--- config.mk ---
export PLATFORM = sky130hd
export DESIGN_NAME = tx_packet_scheduler
export DESIGN_NICKNAME = d
export VERILOG_FILES = /design/src/rtl/tx_packet_scheduler_pkg.sv /design/src/rtl/tx_packet_scheduler_desc_fifo.sv /design/src/rtl/tx_packet_scheduler.sv
export SDC_FILE = /design/constraint.sdc
export NUM_CORES = 1
export LEC_CHECK = 0
export ABC_AREA = 0
export BUFFER_PORTS_ARGS = -buffer_cell sky130_fd_sc_hd__buf_4
export CAP_MARGIN = 10
export CORE_MARGIN = 2
export CORE_UTILIZATION = 55
export DETAILED_ROUTE_END_ITERATION = 6
export MAX_ROUTING_LAYER = met4
export PLACE_DENSITY_LB_ADDON = 0.12
export SLEW_MARGIN = 10
export SYNTH_ARGS = -nofsm -noshare
export SYNTH_HDL_FRONTEND = slang
export SYNTH_SLANG_ARGS = --single-unit
--- constraint.sdc ---
create_clock -name clk -period 4.25 [get_ports clk]
set_input_delay 0.425 -clock clk [delete_from_list [all_inputs] [get_ports clk]]
set_output_delay 0.425 -clock clk [all_outputs]
set_load 0.05 [all_outputs]
--- src/rtl/tx_packet_scheduler_pkg.sv ---
// Shared constants and helpers for the transmit packet scheduler.
package tx_packet_scheduler_pkg;

  // Bits per buffer byte; the converter emits two bits per clk.
  localparam int BYTE_LEN = 8;

  // Packet buffer depth in bytes (power of 2).
  localparam int PACKET_BUFFER_SIZE = 256;

  // 96 bit times of inter-frame gap at 2 bits per clk.
  localparam int TX_IFG_CYCLES = 48;

  // Ceiling log2; returns 0 for values <= 1.
  function automatic int clog2(input int value);
    int result;
    int v;
    result = 0;
    v = value - 1;
    while (v > 0) begin
      result = result + 1;
      v = v >> 1;
    end
    return result;
  endfunction

endpackage

--- src/rtl/tx_packet_scheduler_desc_fifo.sv ---
// Descriptor queue: synchronous first-word-fall-through FIFO.
// Full/empty come from the registered count, so a pop never frees a slot
// for a push in the same cycle.
module tx_packet_scheduler_desc_fifo
  import tx_packet_scheduler_pkg::*;
#(
  parameter int WIDTH = 16,
  parameter int DEPTH = 4,
  parameter int CW    = clog2(DEPTH) + 1
) (
  input  logic             clk,
  input  logic             reset,
  input  logic             push,
  input  logic [WIDTH-1:0] push_data,
  input  logic             pop,
  output logic [WIDTH-1:0] pop_data,
  output logic [CW-1:0]    count,
  output logic             full,
  output logic             empty
);

  localparam int PW = clog2(DEPTH);

  logic [WIDTH-1:0] mem [DEPTH];
  logic [PW-1:0]    wr_ptr;
  logic [PW-1:0]    rd_ptr;
  logic             do_push;
  logic             do_pop;

  assign full     = (count == CW'(DEPTH));
  assign empty    = (count == '0);
  assign do_push  = push && !full;
  assign do_pop   = pop && !empty;
  assign pop_data = mem[rd_ptr];

  // Storage write; contents are only meaningful where count says so.
  always_ff @(posedge clk) begin
    if (do_push) begin
      mem[wr_ptr] <= push_data;
    end
  end

  // Pointers and occupancy; pointers wrap naturally since DEPTH is 2^PW.
  always_ff @(posedge clk) begin
    if (reset) begin
      wr_ptr <= '0;
      rd_ptr <= '0;
      count  <= '0;
    end else begin
      if (do_push) begin
        wr_ptr <= wr_ptr + PW'(1);
      end
      if (do_pop) begin
        rd_ptr <= rd_ptr + PW'(1);
      end
      count <= count + CW'(do_push) - CW'(do_pop);
    end
  end

endmodule

--- src/rtl/tx_packet_scheduler.sv ---
// Transmit packet scheduler: queues buffer descriptors and walks each packet
// through the read streamer and the dibit converter, then enforces the
// inter-frame gap. All outputs except desc_ready are registered; the FSM
// computes next-cycle output values and the register stage presents them.
//
// state    | meaning
// IDLE     | wait for a descriptor; pop it, zero length completes at once
// LOAD     | streamer start pulse plus first read-ready pulse
// PACE     | one read-ready pulse every PACE_CYCLES until all issued
// DRAIN    | wait until every requested byte has come back
// FLUSH    | end-of-packet pulse to the converter
// WAITDONE | wait for the converter to report its buffer flushed
// GAP      | inter-frame gap before the next descriptor
module tx_packet_scheduler
  import tx_packet_scheduler_pkg::*;
#(
  parameter int RAM_SIZE    = PACKET_BUFFER_SIZE,
  parameter int QUEUE_DEPTH = 4,
  parameter int IFG_CYCLES  = TX_IFG_CYCLES,
  parameter int PACE_CYCLES = BYTE_LEN / 2,
  localparam int AW = clog2(RAM_SIZE),
  localparam int CW = clog2(QUEUE_DEPTH) + 1
) (
  input  logic          clk,
  input  logic          reset,
  input  logic          desc_valid,
  input  logic [AW-1:0] desc_start,
  input  logic [AW-1:0] desc_end,
  output logic          desc_ready,
  output logic [CW-1:0] queue_count,
  output logic          sfm_start,
  output logic [AW-1:0] sfm_read_start,
  output logic [AW-1:0] sfm_read_end,
  output logic          sfm_ready,
  input  logic          byte_clk,
  output logic          done_req,
  input  logic          dibit_done,
  output logic          busy,
  output logic          pkt_sent
);

  // A pace of 0 or 1 both mean back-to-back pulses.
  localparam int PACE_M1 = (PACE_CYCLES > 1) ? PACE_CYCLES - 1 : 0;
  localparam int PCW     = clog2(PACE_M1 + 2);
  localparam int GCW     = clog2(IFG_CYCLES + 2);

  typedef enum logic [2:0] {
    IDLE     = 3'd0,
    LOAD     = 3'd1,
    PACE     = 3'd2,
    DRAIN    = 3'd3,
    FLUSH    = 3'd4,
    WAITDONE = 3'd5,
    GAP      = 3'd6
  } state_e;

  state_e state;
  state_e state_next;

  logic [2*AW-1:0] head;
  logic [AW-1:0]   head_start;
  logic [AW-1:0]   head_end;
  logic [AW-1:0]   head_len;
  logic            fifo_full;
  logic            fifo_empty;
  logic            fifo_pop;

  logic [AW-1:0]   len_r;
  logic [AW-1:0]   issued;
  logic [AW-1:0]   received;
  logic [PCW-1:0]  pace_cnt;
  logic [GCW-1:0]  gap_cnt;

  logic            load_desc;
  logic            gap_load;
  logic            start_d;
  logic            ready_d;
  logic            done_d;
  logic            sent_d;
  logic            in_packet;

  tx_packet_scheduler_desc_fifo #(
    .WIDTH (2 * AW),
    .DEPTH (QUEUE_DEPTH),
    .CW    (CW)
  ) u_desc_fifo (
    .clk       (clk),
    .reset     (reset),
    .push      (desc_valid),
    .push_data ({desc_start, desc_end}),
    .pop       (fifo_pop),
    .pop_data  (head),
    .count     (queue_count),
    .full      (fifo_full),
    .empty     (fifo_empty)
  );

  assign desc_ready = !fifo_full;
  assign head_start = head[2*AW-1:AW];
  assign head_end   = head[AW-1:0];
  // Modular subtraction handles descriptors that wrap the buffer end.
  assign head_len   = head_end - head_start;
  assign in_packet  = (state == LOAD) || (state == PACE) || (state == DRAIN);

  // Next-state decode and next-cycle output values.
  always_comb begin
    state_next = state;
    fifo_pop   = 1'b0;
    load_desc  = 1'b0;
    gap_load   = 1'b0;
    start_d    = 1'b0;
    ready_d    = 1'b0;
    done_d     = 1'b0;
    sent_d     = 1'b0;
    case (state)
      IDLE: begin
        if (!fifo_empty) begin
          fifo_pop = 1'b1;
          if (head_len == '0) begin
            sent_d = 1'b1;
          end else begin
            load_desc  = 1'b1;
            start_d    = 1'b1;
            ready_d    = 1'b1;
            state_next = LOAD;
          end
        end
      end
      LOAD: begin
        if (len_r == AW'(1)) begin
          state_next = DRAIN;
        end else begin
          state_next = PACE;
          if (pace_cnt == '0) begin
            ready_d = 1'b1;
          end
        end
      end
      PACE: begin
        if (issued == len_r) begin
          state_next = DRAIN;
        end else if (pace_cnt == '0) begin
          ready_d = 1'b1;
        end
      end
      DRAIN: begin
        if (received == len_r) begin
          done_d     = 1'b1;
          state_next = FLUSH;
        end
      end
      FLUSH: begin
        state_next = WAITDONE;
      end
      WAITDONE: begin
        if (dibit_done) begin
          sent_d = 1'b1;
          if (IFG_CYCLES == 0) begin
            state_next = IDLE;
          end else begin
            gap_load   = 1'b1;
            state_next = GAP;
          end
        end
      end
      GAP: begin
        if (gap_cnt == '0) begin
          state_next = IDLE;
        end
      end
      default: begin
        state_next = IDLE;
      end
    endcase
  end

  // State register and registered outputs.
  always_ff @(posedge clk) begin
    if (reset) begin
      state     <= IDLE;
      sfm_start <= 1'b0;
      sfm_ready <= 1'b0;
      done_req  <= 1'b0;
      pkt_sent  <= 1'b0;
      busy      <= 1'b0;
    end else begin
      state     <= state_next;
      sfm_start <= start_d;
      sfm_ready <= ready_d;
      done_req  <= done_d;
      pkt_sent  <= sent_d;
      busy      <= (state_next != IDLE);
    end
  end

  // Descriptor latch plus issue/receive/pace bookkeeping for the packet.
  always_ff @(posedge clk) begin
    if (reset) begin
      len_r          <= '0;
      issued         <= '0;
      received       <= '0;
      pace_cnt       <= '0;
      sfm_read_start <= '0;
      sfm_read_end   <= '0;
    end else if (load_desc) begin
      len_r          <= head_len;
      issued         <= AW'(1);
      received       <= '0;
      pace_cnt       <= PCW'(PACE_M1);
      sfm_read_start <= head_start;
      sfm_read_end   <= head_end;
    end else begin
      if (ready_d) begin
        issued   <= issued + AW'(1);
        pace_cnt <= PCW'(PACE_M1);
      end else if (((state == LOAD) || (state == PACE)) && (pace_cnt != '0)) begin
        pace_cnt <= pace_cnt - PCW'(1);
      end
      // Saturate so stray byte_clk pulses cannot overshoot the length.
      if (byte_clk && in_packet && (received != len_r)) begin
        received <= received + AW'(1);
      end
    end
  end

  // Inter-frame gap down-counter; loaded when the converter reports done.
  always_ff @(posedge clk) begin
    if (reset) begin
      gap_cnt <= '0;
    end else if (gap_load) begin
      gap_cnt <= GCW'(IFG_CYCLES);
    end else if ((state == GAP) && (gap_cnt != '0)) begin
      gap_cnt <= gap_cnt - GCW'(1);
    end
  end

endmodule

* Yosys cells after proc, flatten, opt, wreduce, memory -nomap -nowiden *
Memories as Yosys holds them, arrays and structs flattened. A register that Yosys moved wholly into a read port is not among the register bits.
Cells that the tools add are included.

storage, ports and cells
  flip-flop bits (word level) = 64
  bits in latches = 0
  bits in writable memories = 64
  ROM bits = 0
  input port bits = 21
  output and inout bits = 25
  logic and storage cells = 100
  memories kept = 1

cells by class
  add/subtract/negate cells = 9
  $mul = 0
  div/mod/pow operators = 0
  magnitude comparators = 0
  equal/unequal tests = 11
  shift operators = 0
  mux-type cells = 34
  bitwise gates (word level) = 1
  reductions and logical operators = 25

memories
  memory           words  bits a word  read ports  clocked after memory_dff  write ports  RTL line                             source
  u_desc_fifo.mem  4      16           1           1                         1            tx_packet_scheduler_desc_fifo.sv:24  logic [WIDTH-1:0] mem [DEPTH];

operator list
  operator                                                            count
  3-bit case mux with 7 select lines                                  1
  1-bit two-way mux                                                   18
  3-bit two-way mux                                                   6
  8-bit by 1-bit adder with 8-bit output, second input constant       2
  8-bit == test                                                       2
  3-bit == test, second input constant                                4
  6-bit two-way mux                                                   2
  2-bit two-way mux                                                   5
  3-bit zero test                                                     3
  3-bit nonzero test                                                  3
  8-bit by 1-bit == test with 1-bit output, second input constant     1
  8-bit zero test                                                     1
  8-bit != test                                                       1
  8-bit subtractor                                                    1
  3-bit by 2-bit == test with 1-bit output, second input constant     2
  1-bit logical AND                                                   6
  6-bit zero test                                                     1
  6-bit nonzero test                                                  1
  2-bit OR reduction                                                  3
  6-bit by 1-bit subtractor with 6-bit output, second input constant  1
  2-bit by 1-bit adder with 2-bit output, second input constant       2
  2-bit nonzero test                                                  2
  3-bit by 1-bit adder with 3-bit output                              1
  3-bit by 1-bit == test with 1-bit output, second input constant     1
  other kinds (8)                                                     10

* Depth between registers and ports, before layout *
Gate-level depths: netlist (run 1).

  word-level depth = 7
  gate-level depth with buffers = 16
  gate-level depth less buffers = 12

* Hierarchy *
From an unflattened synthesis (run 1), not the netlist that was laid out.

unflattened totals
  cells, all modules = 523
  area total of the unflattened synthesis = 6029.5 µm²

by module, submodules not included
  module                         instances  cells an instance  area each (µm²)  sequential area each (µm²)
  tx_packet_scheduler            1          388                3209.3           1141.1
  tx_packet_scheduler_desc_fifo  1          135                2820.2           2102.0

* Least setup slack after synthesis (run 1) *
Ideal clock, no wire load.

  path kind = register -> register
  start = reg (tool-made name)
  end = reg sfm_read_start[5]
  setup time = 0.071 ns
  data arrival time = 3.654 ns
  required time = 4.179 ns
  slack = 0.525 ns
  cell stages (with the launch flop) = 16
  buffers on the path = 3
  period minus slack after synthesis = 3.725 ns
  cells stage by stage = dfxtp_1 buf_6 buf_1 mux4_2 inv_1 ha_1 inv_1 fa_1 a211oi_1 or4b_2 o2111ai_1 nor2_1 and4_4 clkbuf_1 o21ai_0 a21oi_1

RTL lines
  what                    RTL line                    source
  end signal: assignment  tx_packet_scheduler.sv:210  sfm_read_start <= head_start;
  end: declaration        tx_packet_scheduler.sv:32   output logic [AW-1:0] sfm_read_start,

==> results of run 1 <==
area by class of cell:
type / instances / area share [%]
multi-input combinational: 305 / 34.1
timing repair buffer: 50 / 5.61
inverter: 27 / 1.51
tap: 136 / 2.54
clock inverter: 15 / 1.61
clock buffer: 17 / 6.19
sequential: 130 / 48.5
power groups by stage:
stage          Sequential [mW]  Combinational (mW)  Clock [mW]
2_1_floorplan             1.99                1.35           0
3_5_place_dp              1.76                2.10           0
3_3_place_gp              1.76                2.08           0
5_1_grt                   1.76                2.35        1.34
4_1_cts                   1.74                2.12        1.28
6_report                  1.73                2.11        1.26
placed cells by master (no fill, tap or decap), types with 6 or more instances in the layout:
master and instances:
xor2_1 29, nand4_1 6, buf_4 50, xnor2_1 18, mux4_2 16, inv_1 26, clkbuf_16 16, dfxtp_1 66
nor3_1 22, a211oi_1 6, nor4_1 8, a21oi_1 34, nand2_1 19, edfxtp_1 64, and3_1 9, nor2_1 30
nand3_1 20, ha_1 20, o21ai_0 25
worst max path at each step:
stage	cells after the start	slack [ps]	to	start
after floorplan	15	530	sfm_read_start[5]$_SDFFE_PP0P_	flop
after global placement	10	570	len_r[0]$_SDFFE_PP0P_	flop
after detailed placement	10	520	len_r[0]$_SDFFE_PP0P_	flop
after CTS	10	490	len_r[0]$_SDFFE_PP0P_	flop
after global routing	10	90	len_r[0]$_SDFFE_PP0P_	flop
final	10	520	len_r[0]$_SDFFE_PP0P_	flop
registers in the layout, summed over array words and instances (netlist names), named ones only:
signal / count
issued: 8
u_desc_fifo.wr_ptr: 2
u_desc_fifo.rd_ptr: 2
u_desc_fifo.count: 3
pkt_sent: 1
pace_cnt: 3
gap_cnt: 6
done_req: 1
busy: 1
sfm_read_end: 8
sfm_start: 1
state: 3
received: 8
u_desc_fifo.mem: 64
len_r: 8
sfm_read_start: 8
sfm_ready: 1
worst max-delay path, stage by stage (launching register included):
cell	delay [ps]
dfxtp_1	530
buf_4	320
mux4_2	560
ha_1	370
o21ai_0	230
a21oi_1	100
and4_1	230
o31ai_1	400
and4_4	490
nor2_4	140
a211oi_1	270
metal layers:
| metal | vias to the layer above | part of all wire [%] | global-route usage, % |
|---|---|---|---|
| met5 | - | 0 | - |
| met4 | 0 | 1.0 | 7.52 |
| met3 | 13 | 4.0 | 5.15 |
| met2 | 81 | 53 | 37.2 |
| met1 | 1857 | 42 | 26.4 |
| li1 | 1863 | - | - |
stage by stage:
| step | util (%) | cell area (sq um) | total power, mW | cells |
|---|---|---|---|---|
| finish | 65.4 | 6690 | 5.11 | 680 |
| CTS | 65.4 | 6690 | 5.14 | 680 |
| floorplan | - | 5750 | 3.34 | 490 |
| detailed placement | 60.3 | 6170 | 3.86 | 648 |
| global route | 65.4 | 6690 | 5.45 | 680 |
| global placement | 60.3 | 6170 | 3.83 | 648 |
cells by family (layout without fill, tap and decap cells):
kind of cell               count (synthesis)  after routing
buffers and inverters                     55            109
DFF                                      130            130
xor gates and xnor gates                  47             47
AOI/OAI and AO/OA                         86             86
and+or+nand+nor                          132            132
muxes                                     18             18
adders and majority gates                 22             22
==> summary.md, run 1 <==
| Metric | Value |
|---|---|
| Outcome | `complete, no violations` |
| # rows | `37` |
| Number of inserted diodes | `0` |
| Tcrit/Tclk final | `87.7%` |
| Synth top area share | `between 30% and 40%` |
| DR WL/cell | `16.4 microns` |
| Hold depth | `1` |
| Max-Cap Viols | `0` |
| Skew-Pair Late Insertion Delay | `between 500 and 600 ps` |
| Chip width | `106 microns` |
| Die Y | `about 110 microns` |
| Area delta synth->final | `16.4%` |
| Post-synth EDFFs | `64` |
| R2R Path End | `len_r[0]$_SDFFE_PP0P_` |
| RSZ-0062 raised after global routing | `no` |
| Clk root buf | `clkbuf_8` |
| Worst slew margin | `37.2%` |
| Least-Margin Pin Slew | `938 ps` |
| Final setup fails | `0` |
| Setup TNS Final | `0 ps` |
| Area contributors post-synth | `edfxtp_1, dfxtp_1, mux4_2` |
| Flop2flop setup slack | `520 ps` |
| Post-synth top area cell | `edfxtp_1` |
| DRT iter0 DRCs | `~280` |
| Clock transition at path regs | `60 ps` |
| Syn_area_per_cell | `roughly 12 sq um` |
| WP data required | `4680 ps` |
| Resized cells post-CTS | `0` |
| All-layer global routing usage | `between 20% and 30%` |
| Clk sinks | `130` |
| XOR/XNOR share of the synthesized area | `7.16%` |
| Switch share | `40.1%` |
| Worst setup margin | `522 ps` |
| Filler cells | `784` |
| Critical setup path kind | `reg -> reg` |
| Hold Vio Cnt, Final | `0` |
| Synth Flop Type | `dfxtp_1` |
| # Post-CTS Setup Buffers | `0` |
| DRC violations left | `0` |
| Crit Path Max Fanout | `23` |
| Critical Path AT | `~4200 ps` |
| Compound-Gate Fraction of Synth Area | `8.88%` |
| Post-synthesis mux area share | `under 10%` |
| R2r worst-path depth | `10` |
| Die area | `about 11000 sq um` |
| #FFs+latches synth | `130` |
| Placer's final routability congestion estimate | `about 0.93` |
| PwrDens | `between 700 and 800 nW/um^2` |
| Final wirelength | `11.2 mm` |
| CTS max path bufs | `2` |
| Gate power share | `between 40% and 50%` |
| Ys Warns | `0` |
| Register area | `approximately 3200 sq um` |
| Worst Setup Start Kind | `flop` |
| IO Pins | `46` |
| Post-Synthesis Cells | `between 400 and 500` |
| Hold wc startpoint | `desc_start[4]` |
| Synth cell types | `50` |
| Multi-input logic area | `2280 sq um` |
| Skew final | `7.84 ps` |
| Part of the power in registers | `33.9%` |
| Final HPWL DP | `7.54 mm` |
| Peak VDD IR | `approximately 0.45 mV` |
| Share of layout cells above drive strength 1 | `a little under a fifth` |
| Hold Crit Class | `in -> reg` |
| Seq/Total Area, Yosys | `56.4%` |
| Global route overflow | `0` |
| ANT nets after route | `0` |
| Leakage | `2.54 nW` |
| Fmax | `approximately 270 MHz` |
| Place WS | `approximately 520 ps` |
| Area share of fa/ha/maj cells after synthesis | `slightly above 5%` |
| CTS Buf Count | `17` |
| Vias per cell | `about 5.6` |
| Count leader, synth | `dfxtp_1` |
| 1st-pass router iterations | `5` |
| Antenna violations before repair | `0` |
| TritonCTS clock tree | `done` |
| Port-buffer cells | `45` |
| Post-synth top cells | `dfxtp_1, edfxtp_1, a21oi_1` |
| Vias in the first global route | `3774` |
| Hold path endpoint | `u_desc_fifo.mem[0][12]$_DFFE_PP_` |
| First-pass GRT wire length | `18.4 mm` |
| Clk pwr share | `24.7%` |
| Post-CTS Hold Buffers | `0` |
| Internal Dissipation | `3.06 mW` |
| Sw Pwr | `2.05 mW` |
| Starting Density | `56.2%` |
| DR vias | `roughly 3800` |
| Synthesized Nets | `~530` |
| Simple-gate share of the synthesized area | `11.9%` |
| H-tree Lvls | `4` |
| Main combinational cell family by area after synthesis | `simple AND/OR/NAND/NOR gates` |
| Mapped cell area | `5750 sq um` |
| Synth async-reset ratio | `0%` |
| WHS | `102 ps` |
| Largest net degree at the start of global routing | `just under 60` |
| Core area | `10200 sq um` |
| Final Max Slew Viols | `0` |
| CP Capture Type | `flop` |
| Post-layout nets | `574` |
| Post-layout min period | `3730 ps` |
Note: power is estimated with default switching activity, not from simulation.
==> run 2: changes to the inputs <==
==> constraint.sdc (replaced) <==
create_clock -name clk -period 3.75 [get_ports clk]
set_input_delay 0.375 -clock clk [delete_from_list [all_inputs] [get_ports clk]]
set_output_delay 0.375 -clock clk [all_outputs]
set_load 0.05 [all_outputs]
==> summary.md, run 2 (synthesized netlist as in run 1, its figures left out) <==
| Metric | Value |
|---|---|
| All-layer global routing usage | `23.1%` |
| Tot Pwr | `around 6.0 mW` |
| Peak VDD IR | `around 0.40 mV` |
| Die area | `between 10000 and 15000 sq um` |
| Global routing's busiest layer | `met2` |
| Vias per cell | `about 5.6` |
| Vias in the first global route | `3842` |
| Share of layout cells above drive strength 1 | `between 20% and 30%` |
| H-tree Lvls | `4` |
| Worst slew margin | `35.1%` |
| Post-layout min period | `3400 ps` |
| DRC violations left | `0` |
| Global route overflow | `0` |
| Largest register FFs | `64` |
| CP most frequent cell | `buf_4` |
| Final setup fails | `0` |
| Number of inserted diodes | `0` |
| DR vias | `3820` |
| Final HPWL DP | `7.82 mm` |
| Antenna violations before repair | `0` |
| Worst path cell trace | `buf_4 -> mux4_2 -> ha_1 -> o21ai_0 -> a21oi_1 -> and4_1 -> o31ai_1 -> buf_4 -> and4_4 -> nor2_4 -> buf_4 -> a211oi_1` |
| Placer's final routability congestion estimate | `0.850` |
| Largest net degree at the start of global routing | `58` |
| Global Route met2 Usage | `38.6%` |
| PwrDens | `around 880 nW/um^2` |
| Commonest non-fill, non-tap cell in the layout | `dfxtp_1` |
| Critical path buffers and inverters | `3` |
| Post-CTS Hold Buffers | `0` |
| First-pass GRT wire length | `19.1 mm` |
| TritonCTS clock tree | `done` |
| IO Pins | `between 40 and 50` |
| Hold Vio Cnt, Final | `0` |
| Worst Setup Start Kind | `flop` |
| Met3 Use GR | `5.95%` |
| WP data required | `4200 ps` |
| Clk sinks | `130` |
| Clock transition at path regs | `approximately 60 ps` |
| Filler cells | `between 700 and 800` |
| Die Y | `106 microns` |
| Least-Margin Pin Slew | `between 900 and 1000 ps` |
| Port-buffer cells | `45` |
| CP Capture Type | `flop` |
| Fmax | `295 MHz` |
| Chip width | `106 microns` |
| Kind of cell adding the most delay to the critical path | `compound AO/OA/AOI/OAI gates` |
| Commonest non-fill, non-tap cells in the layout | `dfxtp_1, edfxtp_1, buf_4` |
| Post-layout nets | `581` |
| Crit Path Max Fanout | `12` |
| Tcrit/Tclk final | `90.5%` |
| Skew final | `11.4 ps` |
| Design Area, Final | `6800 sq um` |
| Core area | `10200 sq um` |
| ANT nets after route | `0` |
| CTS max path bufs | `2` |
| WHS | `40.8 ps` |
| Hold Crit Class | `in -> reg` |
| Area delta synth->final | `18.3%` |
| Slowest cell delay on critical path | `540 ps` |
| CTS Buf Count | `17` |
| DR WL/cell | `17.0 microns` |
| Leakage | `approximately 2.6 nW` |
| Critical setup path kind | `reg -> reg` |
| DRT iter0 DRCs | `201` |
| Final wirelength | `11.6 mm` |
| DP Area | `6200 sq um` |
| Critical Path AT | `3840 ps` |
| Skew-Pair Late Insertion Delay | `530 ps` |
| RSZ-0062 raised after global routing | `no` |
| Clk root buf | `clkbuf_8` |
| Setup TNS Final | `0 ps` |
| Final Max Slew Viols | `0` |
| Max-Cap Viols | `0` |
| Grt met1 use | `27.6%` |
| # rows | `37` |
| 1st-pass router iterations | `4` |
| CP max stage cell | `mux4_2` |
| Starting Density | `56.2%` |
| Outcome | `complete, no violations` |
| Reg with most FFs | `u_desc_fifo.mem` |
## run 2: power breakdown
group	leakage, nW	total [mW]	internal (mW)	switching [mW]
combinational	1.21	2.53	0.976	1.55
sequential	1.13	1.95	1.76	0.190
clock	0.267	1.52	0.887	0.636
total	2.60	6.00	3.63	2.38
## run 2: final timing paths
check                          startpoint                         endpoint  slack, ps  cells after the start
max reg2reg                          flop            len_r[2]$_SDFFE_PP0P_        350                     12
min reg2reg  sfm_read_end[7]$_SDFFE_PP0P_     sfm_read_end[7]$_SDFFE_PP0P_        490                      2
max                                  flop            len_r[2]$_SDFFE_PP0P_        350                     12
min                           desc_end[5]  u_desc_fifo.mem[0][5]$_DFFE_PP_         40                      1
## run 2: metrics by stage
| stage | instances | util (%) | setup WS (ps) |
|---|---|---|---|
| detailed placement | 651 | 60.6 | 163 |
| finish | 687 | 66.5 | 355 |
| CTS | 683 | 66.0 | 150 |
| global route | 687 | 66.5 | 41.4 |
| floorplan | 490 | - | 25.4 |
| global placement | 651 | 60.6 | 173 |
## run 2: repair_timing
item / CTS / global route
gates resized for setup: 0 / 2
setup buffers: 0 / 3
setup endpoints to repair: 0 / 39
## run 2: routing by layer
metal  part of all wire, %  up-vias
met5                     0        -
met4                  0.94        0
met3                   3.6       14
met2                    53       76
met1                    43     1845
li1                      -     1885
## run 2: final cells by class
type	instances	area [sq um]	area share, %
repair buffers	56	445	6.55
well taps	136	170	2.50
multi-input cells	306	2290	33.7
flip-flops and latches	130	3240	47.7
clock buffers	18	418	6.14
inverters	27	101	1.49
clock inverters	14	130	1.91
## run 2: worst reg2reg max path, stage by stage (launching register included)
cell and delay, ps:
dfxtp_2 390, buf_4 220, mux4_2 540, ha_1 370
o21ai_0 240, a21oi_1 90, and4_1 230, o31ai_1 270
buf_4 190, and4_4 340, nor2_4 70, buf_4 140
a211oi_1 210
==> run 3: changes to the inputs <==
--- a/config.mk
+++ b/config.mk
@@ -10,6 +10,7 @@
 export CAP_MARGIN = 10
 export CORE_MARGIN = 2
 export CORE_UTILIZATION = 55
+export CTS_CLUSTER_SIZE = 25
 export DETAILED_ROUTE_END_ITERATION = 6
 export MAX_ROUTING_LAYER = met4
 export PLACE_DENSITY_LB_ADDON = 0.12
==> constraint.sdc (replaced) <==
create_clock -name clk -period 3.5 [get_ports clk]
set_input_delay 0.35 -clock clk [delete_from_list [all_inputs] [get_ports clk]]
set_output_delay 0.35 -clock clk [all_outputs]
set_load 0.05 [all_outputs]
==> summary.md, run 3 (synthesized netlist as in run 1, its figures left out) <==
| Metric | Value |
|---|---|
| Filler cells | `751` |
| Port-buffer cells | `45` |
| Leakage | `roughly 2.6 nW` |
| WHS | `39.4 ps` |
| Max-Cap Viols | `0` |
| Hold path endpoint | `u_desc_fifo.mem[1][5]$_DFFE_PP_` |
| 1st-pass router iterations | `7` |
| Die area | `11300 sq um` |
| PwrDens | `957 nW/um^2` |
| Outcome | `complete, no violations` |
| Final HPWL DP | `just under 8 mm` |
| Critical Path AT | `about 3800 ps` |
| Commonest non-fill, non-tap cells in the layout | `dfxtp_1, edfxtp_1, buf_4` |
| IO Pins | `46` |
| Hold Vio Cnt, Final | `0` |
| Final Max Slew Viols | `0` |
| Chip width | `106 microns` |
| CP Capture Type | `flop` |
| Final setup fails | `0` |
| WP data required | `roughly 4000 ps` |
| Worst path cell trace | `buf_4 -> mux4_2 -> ha_1 -> a211oi_2 -> or4b_2 -> o2111ai_1 -> nor2_2 -> and4_4 -> a2111oi_2 -> a31o_1` |
| Setup TNS Final | `0 ps` |
| CTS max path bufs | `2` |
| # rows | `37` |
| Vias per cell | `5.55` |
| Post-layout min period | `3330 ps` |
| Skew-Pair Late Insertion Delay | `510 ps` |
| ANT nets after route | `0` |
| Hold Crit Class | `in -> reg` |
| DRC violations left | `0` |
| TritonCTS clock tree | `done` |
| Crit Path Max Fanout | `8` |
| Clk root buf | `clkbuf_8` |
| Critical setup path kind | `reg -> reg` |
| CTS Buf Count | `17` |
| First-pass GRT wire length | `18.9 mm` |
| Fmax | `between 300 and 400 MHz` |
| Slowest cell delay on critical path | `630 ps` |
| DR vias | `3851` |
| R2R Path End | `len_r[7]$_SDFFE_PP0P_` |
| All-layer global routing usage | `22.4%` |
| Largest register FFs | `64` |
| Post-layout nets | `588` |
| Share of layout cells above drive strength 1 | `roughly 22%` |
| Hold wc startpoint | `desc_end[5]` |
| Least-Margin Pin Slew | `897 ps` |
| Largest net degree at the start of global routing | `58` |
| Global route overflow | `0` |
| R2r worst-path depth | `10` |
| Final wirelength | `roughly 12 mm` |
| Flop2flop setup slack | `170 ps` |
| Skew final | `around 7.6 ps` |
| DR WL/cell | `16.8 microns` |
| Antenna violations before repair | `0` |
| Number of inserted diodes | `0` |
| Hold depth | `1` |
| Worst slew margin | `40.2%` |
| Peak VDD IR | `0.460 mV` |
| Starting Density | `56.2%` |
| Area delta synth->final | `19.9%` |
| Tot Pwr | `~6.6 mW` |
| CP max stage cell | `or4b_2` |
| H-tree Lvls | `4` |
| Placer's final routability congestion estimate | `0.900` |
| Clock transition at path regs | `60 ps` |
| Tcrit/Tclk final | `around 95%` |
| Clk sinks | `130` |
| Reg with most FFs | `u_desc_fifo.mem` |
| DRT iter0 DRCs | `225` |
| Die Y | `between 100 and 150 microns` |
| Core area | `about 10000 sq um` |
| Worst Setup Start Kind | `flop` |
| Vias in the first global route | `approximately 3900` |
-- run 3: cell count changes in the layout (fill, tap and decap cells not counted), sizes merged --
cell,previous run,this run
clkinv,7,2
bufinv,1,2
clkinvlp,2,6
buf,56,63
-- run 3: where the power goes --
part | internal, mW | switching [mW]
combinational | 1.10 | 1.70
clock | 1.02 | 0.675
sequential | 1.89 | 0.218
total | 4.01 | 2.59
-- run 3: per-layer routing --
layer	part of all wire, %	up-vias	GRT usage [%]
met1	43	1872	27.4
li1	-	1896	-
met2	53	77	37.8
met3	4.1	6	5.46
met5	0	-	-
met4	0.64	0	4.98
-- run 3: per-stage QoR --
stage,cells,instance area (sq um),setup slack [ps],util [%]
6_report,694,6890,170,67.4
5_1_grt,694,6890,-4.39,67.4
4_1_cts,692,6850,82.0,66.9
3_5_place_dp,657,6250,-19.9,61.1
3_3_place_gp,657,6250,59.7,61.1
2_1_floorplan,490,5750,56.7,-
-- run 3: how the worst max path moves through the flow --
stage / from / endpoint / slack, ps
2_1_floorplan: flop / sfm_read_start[5]$_SDFFE_PP0P_ / 60
3_3_place_gp: flop / len_r[2]$_SDFFE_PP0P_ / 60
3_5_place_dp: flop / len_r[0]$_SDFFE_PP0P_ / -20
4_1_cts: flop / issued[4]$_SDFFE_PP0P_ / 80
5_1_grt: flop / len_r[0]$_SDFFE_PP0P_ / -4
6_report: flop / len_r[7]$_SDFFE_PP0P_ / 170
-- run 3: repair_timing --
item                       CTS  global route
pin swaps                    1             1
hold buffers                 0             0
setup buffers                3             1
setup endpoints to repair    3            28
gates cloned                 0             1
gates resized for setup      1             6
-- run 3: critical path: cells and delay by family (launching register included) --
family	cells	cell delay (ps)
flip-flops	1	410
AO/OA/AOI/OAI	4	780
AND/OR/NAND/NOR	3	980
buffers and inverters	1	180
multiplexers	1	530
adder cells (fa/ha/maj)	1	390
-- run 3: layout make-up --
type	count	area (sq um)	area share [%]
clock buffers	18	418	6.06
flip-flops and latches	130	3250	47.1
clock inverters	14	155	2.25
multi-input cells	306	2300	33.4
inverters	27	101	1.47
repair buffers	63	498	7.22
well taps	136	170	2.47
